File: config.mk
export PLATFORM = sky130hd
export DESIGN_NAME = writeback_stage_flat
export DESIGN_NICKNAME = d
export VERILOG_FILES = /design/src/rtl/core_pkg.sv /design/src/rtl/writeback_stage_if.sv /design/src/rtl/writeback_stage.sv /design/src/flat_wrapper.sv
export SDC_FILE = /design/constraint.sdc
export NUM_CORES = 1
export LEC_CHECK = 0
export ABC_AREA = 1
export ABC_CLOCK_PERIOD_IN_PS = 1900
export CORE_MARGIN = 8
export CORE_UTILIZATION = 48
export DETAILED_ROUTE_END_ITERATION = 12
export HOLD_SLACK_MARGIN = 0.06
export PLACE_DENSITY_LB_ADDON = 0.25
export SYNTH_ARGS = -nofsm -noshare
export SYNTH_HDL_FRONTEND = slang
export SYNTH_SLANG_ARGS = --single-unit
File: constraint.sdc
create_clock -name clk -period 1.9 [get_ports clk]
set_input_delay 0.57 -clock clk [delete_from_list [all_inputs] [get_ports clk]]
set_output_delay 0.57 -clock clk [all_outputs]
set_load 0.02 [all_outputs]
File: src/rtl/core_pkg.sv
// Shared definitions for the 8-bit core: widths, opcodes, flag positions, writeback states
// and opcode classification helpers reused by decode, execute and writeback.
package core_pkg;

  localparam int unsigned DATA_W = 8;
  localparam int unsigned REG_AW = 3;
  localparam int unsigned MEM_AW = 4;
  localparam int unsigned OPC_W  = 5;

  localparam logic [OPC_W-1:0] OP_MOV   = 5'b00000;
  localparam logic [OPC_W-1:0] OP_ADD   = 5'b00001;
  localparam logic [OPC_W-1:0] OP_SUB   = 5'b00010;
  localparam logic [OPC_W-1:0] OP_MUL   = 5'b00011;
  localparam logic [OPC_W-1:0] OP_DIV   = 5'b00100;
  localparam logic [OPC_W-1:0] OP_INC   = 5'b00101;
  localparam logic [OPC_W-1:0] OP_DEC   = 5'b00110;
  localparam logic [OPC_W-1:0] OP_AND   = 5'b00111;
  localparam logic [OPC_W-1:0] OP_OR    = 5'b01000;
  localparam logic [OPC_W-1:0] OP_NOT   = 5'b01001;
  localparam logic [OPC_W-1:0] OP_XOR   = 5'b01010;
  localparam logic [OPC_W-1:0] OP_LOAD  = 5'b01011;
  localparam logic [OPC_W-1:0] OP_STORE = 5'b01100;
  localparam logic [OPC_W-1:0] OP_JMP   = 5'b01101;
  localparam logic [OPC_W-1:0] OP_BR0   = 5'b01110;
  localparam logic [OPC_W-1:0] OP_SHF0  = 5'b10000;
  localparam logic [OPC_W-1:0] OP_SHF5  = 5'b10101;
  localparam logic [OPC_W-1:0] OP_BR1   = 5'b10110;
  localparam logic [OPC_W-1:0] OP_BR2   = 5'b10111;
  localparam logic [OPC_W-1:0] OP_BR3   = 5'b11000;
  localparam logic [OPC_W-1:0] OP_CMP   = 5'b11001;
  localparam logic [OPC_W-1:0] OP_HALT  = 5'b11111;

  // Bit positions inside the committed {zero,carry,ac,parity} flag vector.
  localparam int unsigned FLAG_Z = 3;
  localparam int unsigned FLAG_C = 2;
  localparam int unsigned FLAG_A = 1;
  localparam int unsigned FLAG_P = 0;

  typedef enum logic [1:0] {
    StAccept  = 2'd0,
    StWriteHi = 2'd1,
    StHalted  = 2'd2
  } wb_state_e;

  function automatic logic is_shift(input logic [OPC_W-1:0] op);
    return (op >= OP_SHF0) && (op <= OP_SHF5);
  endfunction

  function automatic logic is_wide(input logic [OPC_W-1:0] op);
    return (op == OP_MUL) || (op == OP_DIV);
  endfunction

  function automatic logic writes_reg(input logic [OPC_W-1:0] op);
    case (op)
      OP_MOV, OP_ADD, OP_SUB, OP_INC, OP_DEC, OP_AND, OP_OR, OP_NOT, OP_XOR,
      OP_LOAD: return 1'b1;
      default: return is_shift(op);
    endcase
  endfunction

  function automatic logic writes_flags(input logic [OPC_W-1:0] op);
    case (op)
      OP_ADD, OP_SUB, OP_MUL, OP_DIV, OP_INC, OP_DEC, OP_AND, OP_OR, OP_NOT, OP_XOR,
      OP_CMP: return 1'b1;
      default: return is_shift(op);
    endcase
  endfunction

endpackage

File: src/rtl/writeback_stage_if.sv
// Execute-to-writeback handshake bundle: valid/ready plus the instruction's result fields.
interface writeback_stage_if;
  import core_pkg::*;

  logic                in_valid;
  logic                in_ready;
  logic [OPC_W-1:0]    opcode;
  logic [REG_AW-1:0]   rd;
  logic [MEM_AW-1:0]   mem_addr;
  logic [2*DATA_W-1:0] result;
  logic                zero_in;
  logic                carry_in;
  logic                ac_in;
  logic                parity_in;

  modport master (
    output in_valid, opcode, rd, mem_addr, result, zero_in, carry_in, ac_in, parity_in,
    input  in_ready
  );

  modport slave (
    input  in_valid, opcode, rd, mem_addr, result, zero_in, carry_in, ac_in, parity_in,
    output in_ready
  );
endinterface

File: src/rtl/writeback_stage.sv
// Final pipeline stage: commits register/memory writes, flags and compare bit one cycle after
// acceptance, sequences the second register write of MUL/DIV and latches HALT.
module writeback_stage
  import core_pkg::*;
(
  input  logic                clk,
  input  logic                reset,
  writeback_stage_if.slave    ex,
  output logic                rf_we,
  output logic [REG_AW-1:0]   rf_waddr,
  output logic [DATA_W-1:0]   rf_wdata,
  output logic                dm_we,
  output logic [MEM_AW-1:0]   dm_addr,
  output logic [DATA_W-1:0]   dm_wdata,
  output logic [3:0]          flags_q,
  output logic                cmp_q,
  output logic                halted,
  output logic [15:0]         retire_cnt
);

  wb_state_e           state_q, state_d;
  logic                rf_we_q, rf_we_d, dm_we_q, dm_we_d;
  logic [REG_AW-1:0]   rf_waddr_q, rf_waddr_d, hi_addr_q, hi_addr_d;
  logic [DATA_W-1:0]   rf_wdata_q, rf_wdata_d, hi_data_q, hi_data_d;
  logic [MEM_AW-1:0]   dm_addr_q, dm_addr_d;
  logic [DATA_W-1:0]   dm_wdata_q, dm_wdata_d;
  logic [3:0]          flags_d, flags_r;
  logic                cmp_d, cmp_r, halted_d, halted_r;
  logic [15:0]         retire_d, retire_r;
  logic                accept;

  assign ex.in_ready = (state_q == StAccept) && !reset;
  assign accept      = ex.in_valid && ex.in_ready;

  always_comb begin
    state_d    = state_q;
    rf_we_d    = 1'b0;
    dm_we_d    = 1'b0;
    rf_waddr_d = rf_waddr_q;
    rf_wdata_d = rf_wdata_q;
    dm_addr_d  = dm_addr_q;
    dm_wdata_d = dm_wdata_q;
    hi_addr_d  = hi_addr_q;
    hi_data_d  = hi_data_q;
    flags_d    = flags_r;
    cmp_d      = cmp_r;
    halted_d   = halted_r;
    retire_d   = retire_r;

    unique case (state_q)
      StAccept: begin
        if (accept) begin
          retire_d = retire_r + 16'd1;
          if (writes_reg(ex.opcode) || is_wide(ex.opcode)) begin
            rf_we_d    = 1'b1;
            rf_waddr_d = ex.rd;
            rf_wdata_d = ex.result[DATA_W-1:0];
          end
          if (is_wide(ex.opcode)) begin
            // High byte lands in the next register, wrapping r7 -> r0.
            hi_addr_d = ex.rd + REG_AW'(1);
            hi_data_d = ex.result[2*DATA_W-1:DATA_W];
            state_d   = StWriteHi;
          end
          if (ex.opcode == OP_STORE) begin
            dm_we_d    = 1'b1;
            dm_addr_d  = ex.mem_addr;
            dm_wdata_d = ex.result[DATA_W-1:0];
          end
          if (writes_flags(ex.opcode)) begin
            flags_d[FLAG_Z] = ex.zero_in;
            flags_d[FLAG_C] = ex.carry_in;
            flags_d[FLAG_A] = ex.ac_in;
            flags_d[FLAG_P] = ex.parity_in;
          end
          if (ex.opcode == OP_CMP) cmp_d = ex.result[0];
          if (ex.opcode == OP_HALT) begin
            halted_d = 1'b1;
            state_d  = StHalted;
          end
        end
      end
      StWriteHi: begin
        rf_we_d    = 1'b1;
        rf_waddr_d = hi_addr_q;
        rf_wdata_d = hi_data_q;
        state_d    = StAccept;
      end
      StHalted: ;
      default: state_d = StAccept;
    endcase
  end

  always_ff @(posedge clk) begin
    if (reset) begin
      state_q    <= StAccept;
      rf_we_q    <= 1'b0;
      dm_we_q    <= 1'b0;
      rf_waddr_q <= '0;
      rf_wdata_q <= '0;
      dm_addr_q  <= '0;
      dm_wdata_q <= '0;
      hi_addr_q  <= '0;
      hi_data_q  <= '0;
      flags_r    <= '0;
      cmp_r      <= 1'b0;
      halted_r   <= 1'b0;
      retire_r   <= '0;
    end else begin
      state_q    <= state_d;
      rf_we_q    <= rf_we_d;
      dm_we_q    <= dm_we_d;
      rf_waddr_q <= rf_waddr_d;
      rf_wdata_q <= rf_wdata_d;
      dm_addr_q  <= dm_addr_d;
      dm_wdata_q <= dm_wdata_d;
      hi_addr_q  <= hi_addr_d;
      hi_data_q  <= hi_data_d;
      flags_r    <= flags_d;
      cmp_r      <= cmp_d;
      halted_r   <= halted_d;
      retire_r   <= retire_d;
    end
  end

  assign rf_we      = rf_we_q;
  assign rf_waddr   = rf_waddr_q;
  assign rf_wdata   = rf_wdata_q;
  assign dm_we      = dm_we_q;
  assign dm_addr    = dm_addr_q;
  assign dm_wdata   = dm_wdata_q;
  assign flags_q    = flags_r;
  assign cmp_q      = cmp_r;
  assign halted     = halted_r;
  assign retire_cnt = retire_r;

endmodule

File: src/flat_wrapper.sv
// flat-port wrapper written by rule: the top's interface ports become plain ports
module writeback_stage_flat import core_pkg::*;
  (clk, reset, rf_we, rf_waddr, rf_wdata, dm_we, dm_addr, dm_wdata, flags_q, cmp_q, halted, retire_cnt, ex_in_valid, ex_opcode, ex_rd, ex_mem_addr, ex_result, ex_zero_in, ex_carry_in, ex_ac_in, ex_parity_in, ex_in_ready);
  writeback_stage_if ex_i ();
  input  logic clk;
  input  logic reset;
  output logic rf_we;
  output logic [REG_AW-1:0] rf_waddr;
  output logic [DATA_W-1:0] rf_wdata;
  output logic dm_we;
  output logic [MEM_AW-1:0] dm_addr;
  output logic [DATA_W-1:0] dm_wdata;
  output logic [3:0] flags_q;
  output logic cmp_q;
  output logic halted;
  output logic [15:0] retire_cnt;
  input wire logic [$bits(ex_i.in_valid)-1:0] ex_in_valid;
  input wire logic [$bits(ex_i.opcode)-1:0] ex_opcode;
  input wire logic [$bits(ex_i.rd)-1:0] ex_rd;
  input wire logic [$bits(ex_i.mem_addr)-1:0] ex_mem_addr;
  input wire logic [$bits(ex_i.result)-1:0] ex_result;
  input wire logic [$bits(ex_i.zero_in)-1:0] ex_zero_in;
  input wire logic [$bits(ex_i.carry_in)-1:0] ex_carry_in;
  input wire logic [$bits(ex_i.ac_in)-1:0] ex_ac_in;
  input wire logic [$bits(ex_i.parity_in)-1:0] ex_parity_in;
  output wire logic [$bits(ex_i.in_ready)-1:0] ex_in_ready;
  assign ex_i.in_valid = ex_in_valid;
  assign ex_i.opcode = ex_opcode;
  assign ex_i.rd = ex_rd;
  assign ex_i.mem_addr = ex_mem_addr;
  assign ex_i.result = ex_result;
  assign ex_i.zero_in = ex_zero_in;
  assign ex_i.carry_in = ex_carry_in;
  assign ex_i.ac_in = ex_ac_in;
  assign ex_i.parity_in = ex_parity_in;
  assign ex_in_ready = ex_i.in_ready;
  writeback_stage u_core (.clk(clk), .reset(reset), .ex(ex_i), .rf_we(rf_we), .rf_waddr(rf_waddr), .rf_wdata(rf_wdata), .dm_we(dm_we), .dm_addr(dm_addr), .dm_wdata(dm_wdata), .flags_q(flags_q), .cmp_q(cmp_q), .halted(halted), .retire_cnt(retire_cnt));
endmodule
Word level (Yosys, flattened, before mapping)
Cells that the tools add are included.
{ "classes": {"n_addsub": 2, "multipliers": 0, "n_div": 0, "n_lt_le_gt_ge": 2, "n_eq_ne": 19, "shift": 0, "muxes": 20, "bitwise": 3, "reduce_logical": 20} }
{ "op_table": {"columns": ["cell", "count"], "rows": [
  ["$eq 5x4->1 const B", 5],
  ["$reduce_and 3->1", 7],
  ["$eq 5x3->1 const B", 4],
  ["$add 16x1->16 const B", 1],
  ["$mux 8", 2],
  ["$pmux 8 s2", 1],
  ["$reduce_or 11->1", 1],
  ["$eq 5x2->1 const B", 2],
  ["$eq 5x5->1 const B", 2],
  ["$reduce_or 10->1", 1],
  ["$mux 1", 9],
  ["$mux 2", 3],
  ["$mux 3", 2],
  ["$pmux 3 s2", 1],
  ["$eq 5x1->1 const B", 1],
  ["$ge 5x5->1 const B", 1],
  ["$le 5x5->1 const B", 1],
  ["$logic_not 5->1", 1],
  ["$pmux 2 s2", 1],
  ["$add 3x1->3 const B", 1],
  ["$logic_and 1x1->1", 3],
  ["$ne 3x3->1 const B", 1],
  ["$not 1->1", 3],
  ["$reduce_or 3->1", 1],
  ["10 further kinds", 11]
]} }
{ "word_totals": {"reg_bits": 60, "latch_bits": 0, "mem_bits_rw": 0, "rom_bits": 0, "in_bits": 35, "wordCells": 79, "mem_count": 0} }

Longest topological paths before layout
{ "logic_depth": {"ltp_word": 9, "depth_mapped": 10, "depth_no_buf": 9} }

Worst setup path after synthesis
OpenSTA, ideal clock, no wires.
{ "synth_path": {"path_kind": "in2out", "start": "input port reset", "end": "output port ex_in_ready", "arrival_time_ps": 1061, "required_ps": 1330, "slack_ps": 269, "path_stages": 2, "path_buffers": 1, "cell_sequence": "clkbuf_1 nor2_1"} }
{ "synth_via": {"elab_chain_len": 2} }
{ "synth_rtl": {"columns": ["element", "line_no", "rtl"], "rows": [
  ["start: declaration", "flat_wrapper.sv:6", "input logic reset;"],
  ["$logic_not 1->1", "writeback_stage.sv:32", "assign ex.in_ready = (state_q == StAccept) && !reset;"],
  ["$logic_and 1x1->1", "writeback_stage.sv:32", null],
  ["end: declaration", "flat_wrapper.sv:26", "output wire logic [$bits(ex_i.in_ready)-1:0] ex_in_ready;"]
]} }
Every way passes these cells.

Final worst setup path
{ "layout_path": {"start": "register u_core.rf_wdata_q[3] (netlist: u_core.rf_wdata[3])", "end": "output port rf_wdata[3]"} }
{ "layout_rtl": {"columns": ["element", "line_no", "rtl"], "rows": [
  ["start: declaration", "writeback_stage.sv:24", "logic [DATA_W-1:0] rf_wdata_q, rf_wdata_d, hi_data_q, hi_data_d;"],
  ["start signal: assignment", "writeback_stage.sv:114", "rf_wdata_q <= rf_wdata_d;"],
  ["end: declaration", "flat_wrapper.sv:9", "output logic [DATA_W-1:0] rf_wdata;"]
]} }
No word-level cell between the ends.

==> reports/qor.yml <==
status: "finished clean"
setup.worst_path.class: "reg -> out"
hold_path.class: "reg -> reg"
tightest_slew_ns: 0.509
fin_ws_ns: 0.0462
start_util: 0.493
max_stage_delay_ns: 0.61
io-pin-count: 83
antenna_cells: 0
p_switching_mw: 0.691
critPathMaxFanout: 2
gp_congestion: 0.842
cp-start-kind: "register"
critPathTopFamily: "buffers and inverters"
p_leak_nw: 1.99
gr-total-overflow: 0
irDropWorstVdd_v: 0.000573
path_clk_slew_ns: 0.07
core-area_mm2: 0.00589
synth_warnings: 0
post-route-period-util: 0.976
drtAntennaViolNets: 0
crit_chain: "clkdlybuf4s50_1"
wl_um: 8100
drv_cap: 0
whs_ns: 0.449
grt_usage: 0.182
mostFrequentLayoutCells: "84 x nand2_1, 69 x nor2_1, 60 x dfxtp_1, 57 x clkdlybuf4s50_1, 52 x inv_1"
combPwrFrac: 0.145
worst_clock_skew_ns: 0.00777
num_rows: 28
ys_ff_latch: 60
syn_area_mm2: 0.00290
wl_per_cell_um: 13.2
relSlewSlack: 0.660
synth_fp_nets: 470
clock-sinks: 60
synthToLayoutAreaGrowth_pct: 44.1
required_ns: 1.33
insertion_delay_ns: 0.33
grt_max_degree: 48
grt_first_pass_wirelength_um: 13100
drive_gt1_frac: 0.126
hold_viol: 0
cp_data_arrival_time_ns: 1.28
clockPowerShare: 0.371
synthCells: 433
clockRootBuffer: "clkbuf_8"
synth.distinct_cells: 28
postCtsHoldBufs: 0
h-tree-depth: 3
syn_area_per_cell_um2: 6.70
end_kind: "output port"
setup_viol: 0
drc_errors: 0
numCtsBuffers: 9
dp_slack_ns: -0.442
seq_area_frac_synth: 0.414
drtPass1Iterations: 6
antenna_found_initial: 0
port_buffers: 82
grt_pass1_vias: 2986
cp_slowest_cell: "clkdlybuf4s50_1"
dp_hpwl_um: 5680
tritoncts: "built"
via_count: 3079
maxSlewViolCount: 0
die_area_mm2: 0.00878
intPower_mw: 2.02
sw_frac_of_total: 0.255
vias_per_cell: 5.00
fp.dieH_um: 93.7
max_freq_ghz: 0.539
finalCriticalPeriod_ns: 1.85
power_mw: 2.71
critPathBufInv: 1
nets: 574
layout_commonest_cell: "nand2_1"
layout.cells.non_filler: 616
seqPwrFrac: 0.483
p_per_area_mw_per_mm2: 648
place_area_mm2: 0.00391
cts_buffer_depth: 2
chipWidth_um: 93.7
dpl.cell_count: 595
finalInstanceArea_mm2: 0.00418
drt_iter0_markers: 117
==> power by group through the flow <==
stage | clock, mW | combinational, mW | sequential (mW)
floorplan | 0 | 0.151 | 1.37
global placement | 0 | 0.376 | 1.34
detailed placement | 0 | 0.383 | 1.34
CTS | 1.03 | 0.383 | 1.31
global route | 1.09 | 0.431 | 1.31
finish | 1.01 | 0.393 | 1.31
==> cell type report <==
class	instances	area (um^2)
multi-input combinational	297	1410
timing repair buffer	111	1080
inverter	57	220
tap	75	93.8
timing repair inverter	1	7.51
fill	504	1710
clock inverter	2	10.0
sequential	60	1200
clock buffer	13	159
==> synth_stat cells <==
master,n,share of area
buf_1,1,0.0013
o2111a_1,1,0.0039
nand3_2,3,0.010
buf_4,3,0.0078
nand4_1,3,0.0065
nor3_1,8,0.014
nor3b_1,1,0.0026
a21oi_4,1,0.0056
xor2_1,1,0.0030
nor2_2,6,0.013
buf_6,2,0.0078
o21ai_0,29,0.050
a211oi_1,1,0.0026
o21ai_1,9,0.016
inv_2,4,0.0052
nand3_4,1,0.0060
inv_1,53,0.069
nor2_1,76,0.098
dfxtp_1,60,0.41
xnor2_1,1,0.0030
a21oi_1,35,0.060
nand3b_1,3,0.0078
buf_2,6,0.010
nand2_1,84,0.11
nand2_2,1,0.0022
clkbuf_1,7,0.0091
nand3_1,31,0.054
ha_1,2,0.0086
==> tightest hold or removal path, cell delays in order (launching register included) <==
cell and delay [ns]:
dfxtp_1 0.30, inv_1 0.05, a21oi_1 0.05
==> timing repair <==
item | in CTS | in global routing
cloned | 0 | 1
gates resized for setup | 16 | 27
endpoints found under the setup margin | 13 | 51
pin swaps | 0 | 3
setup buffers | 0 | 5
==> metal layers <==
layer,up-vias,part of all wire,track usage
met4,0,0.025,0.0766
met1,1384,0.39,0.197
li1,1583,-,-
met2,91,0.50,0.313
met5,-,0,0
met3,21,0.083,0.0671
==> per-stage QoR <==
step                       util  TNS, ns
after floorplan               -        0
after global placement    0.665   -13.64
after detailed placement  0.665   -15.74
after CTS                 0.690        0
after global routing      0.710   -0.102
final                     0.710        0
==> logic make-up after synthesis <==
kind of cell    after synthesis  share of synthesized area
buf+inv                      76                      0.110
flops                        60                      0.414
fa+ha+maj                     2                    0.00863
simple gates                217                      0.323
xor+xnor                      2                    0.00604
compound gates               76                      0.138
==> worst paths after layout <==
check                                          from                  end  slack, ns  cells past startpoint
worst max-delay path             u_core.rf_wdata[3]          rf_wdata[3]       0.05                      1
worst min-delay path            u_core.hi_data_q[6]  u_core.hi_data_q[6]       0.45                      2
worst max register to register    u_core.state_q[1]   u_core.dm_wdata[3]       0.33                      7
worst min register to register  u_core.hi_data_q[6]  u_core.hi_data_q[6]       0.45                      2
==> sequential cells by signal (all words and copies together), names as in the netlist <==
register and cells:
u_core.rf_waddr 3, u_core.retire_cnt 16, u_core.dm_we 1, u_core.flags_q 4
u_core.hi_data_q 8, u_core.rf_we 1, u_core.dm_addr 4, u_core.halted 1
u_core.rf_wdata 8, u_core.state_q 2, u_core.dm_wdata 8, u_core.cmp_q 1
u_core.hi_addr_q 3
Note: power is estimated with default switching activity, not from simulation.
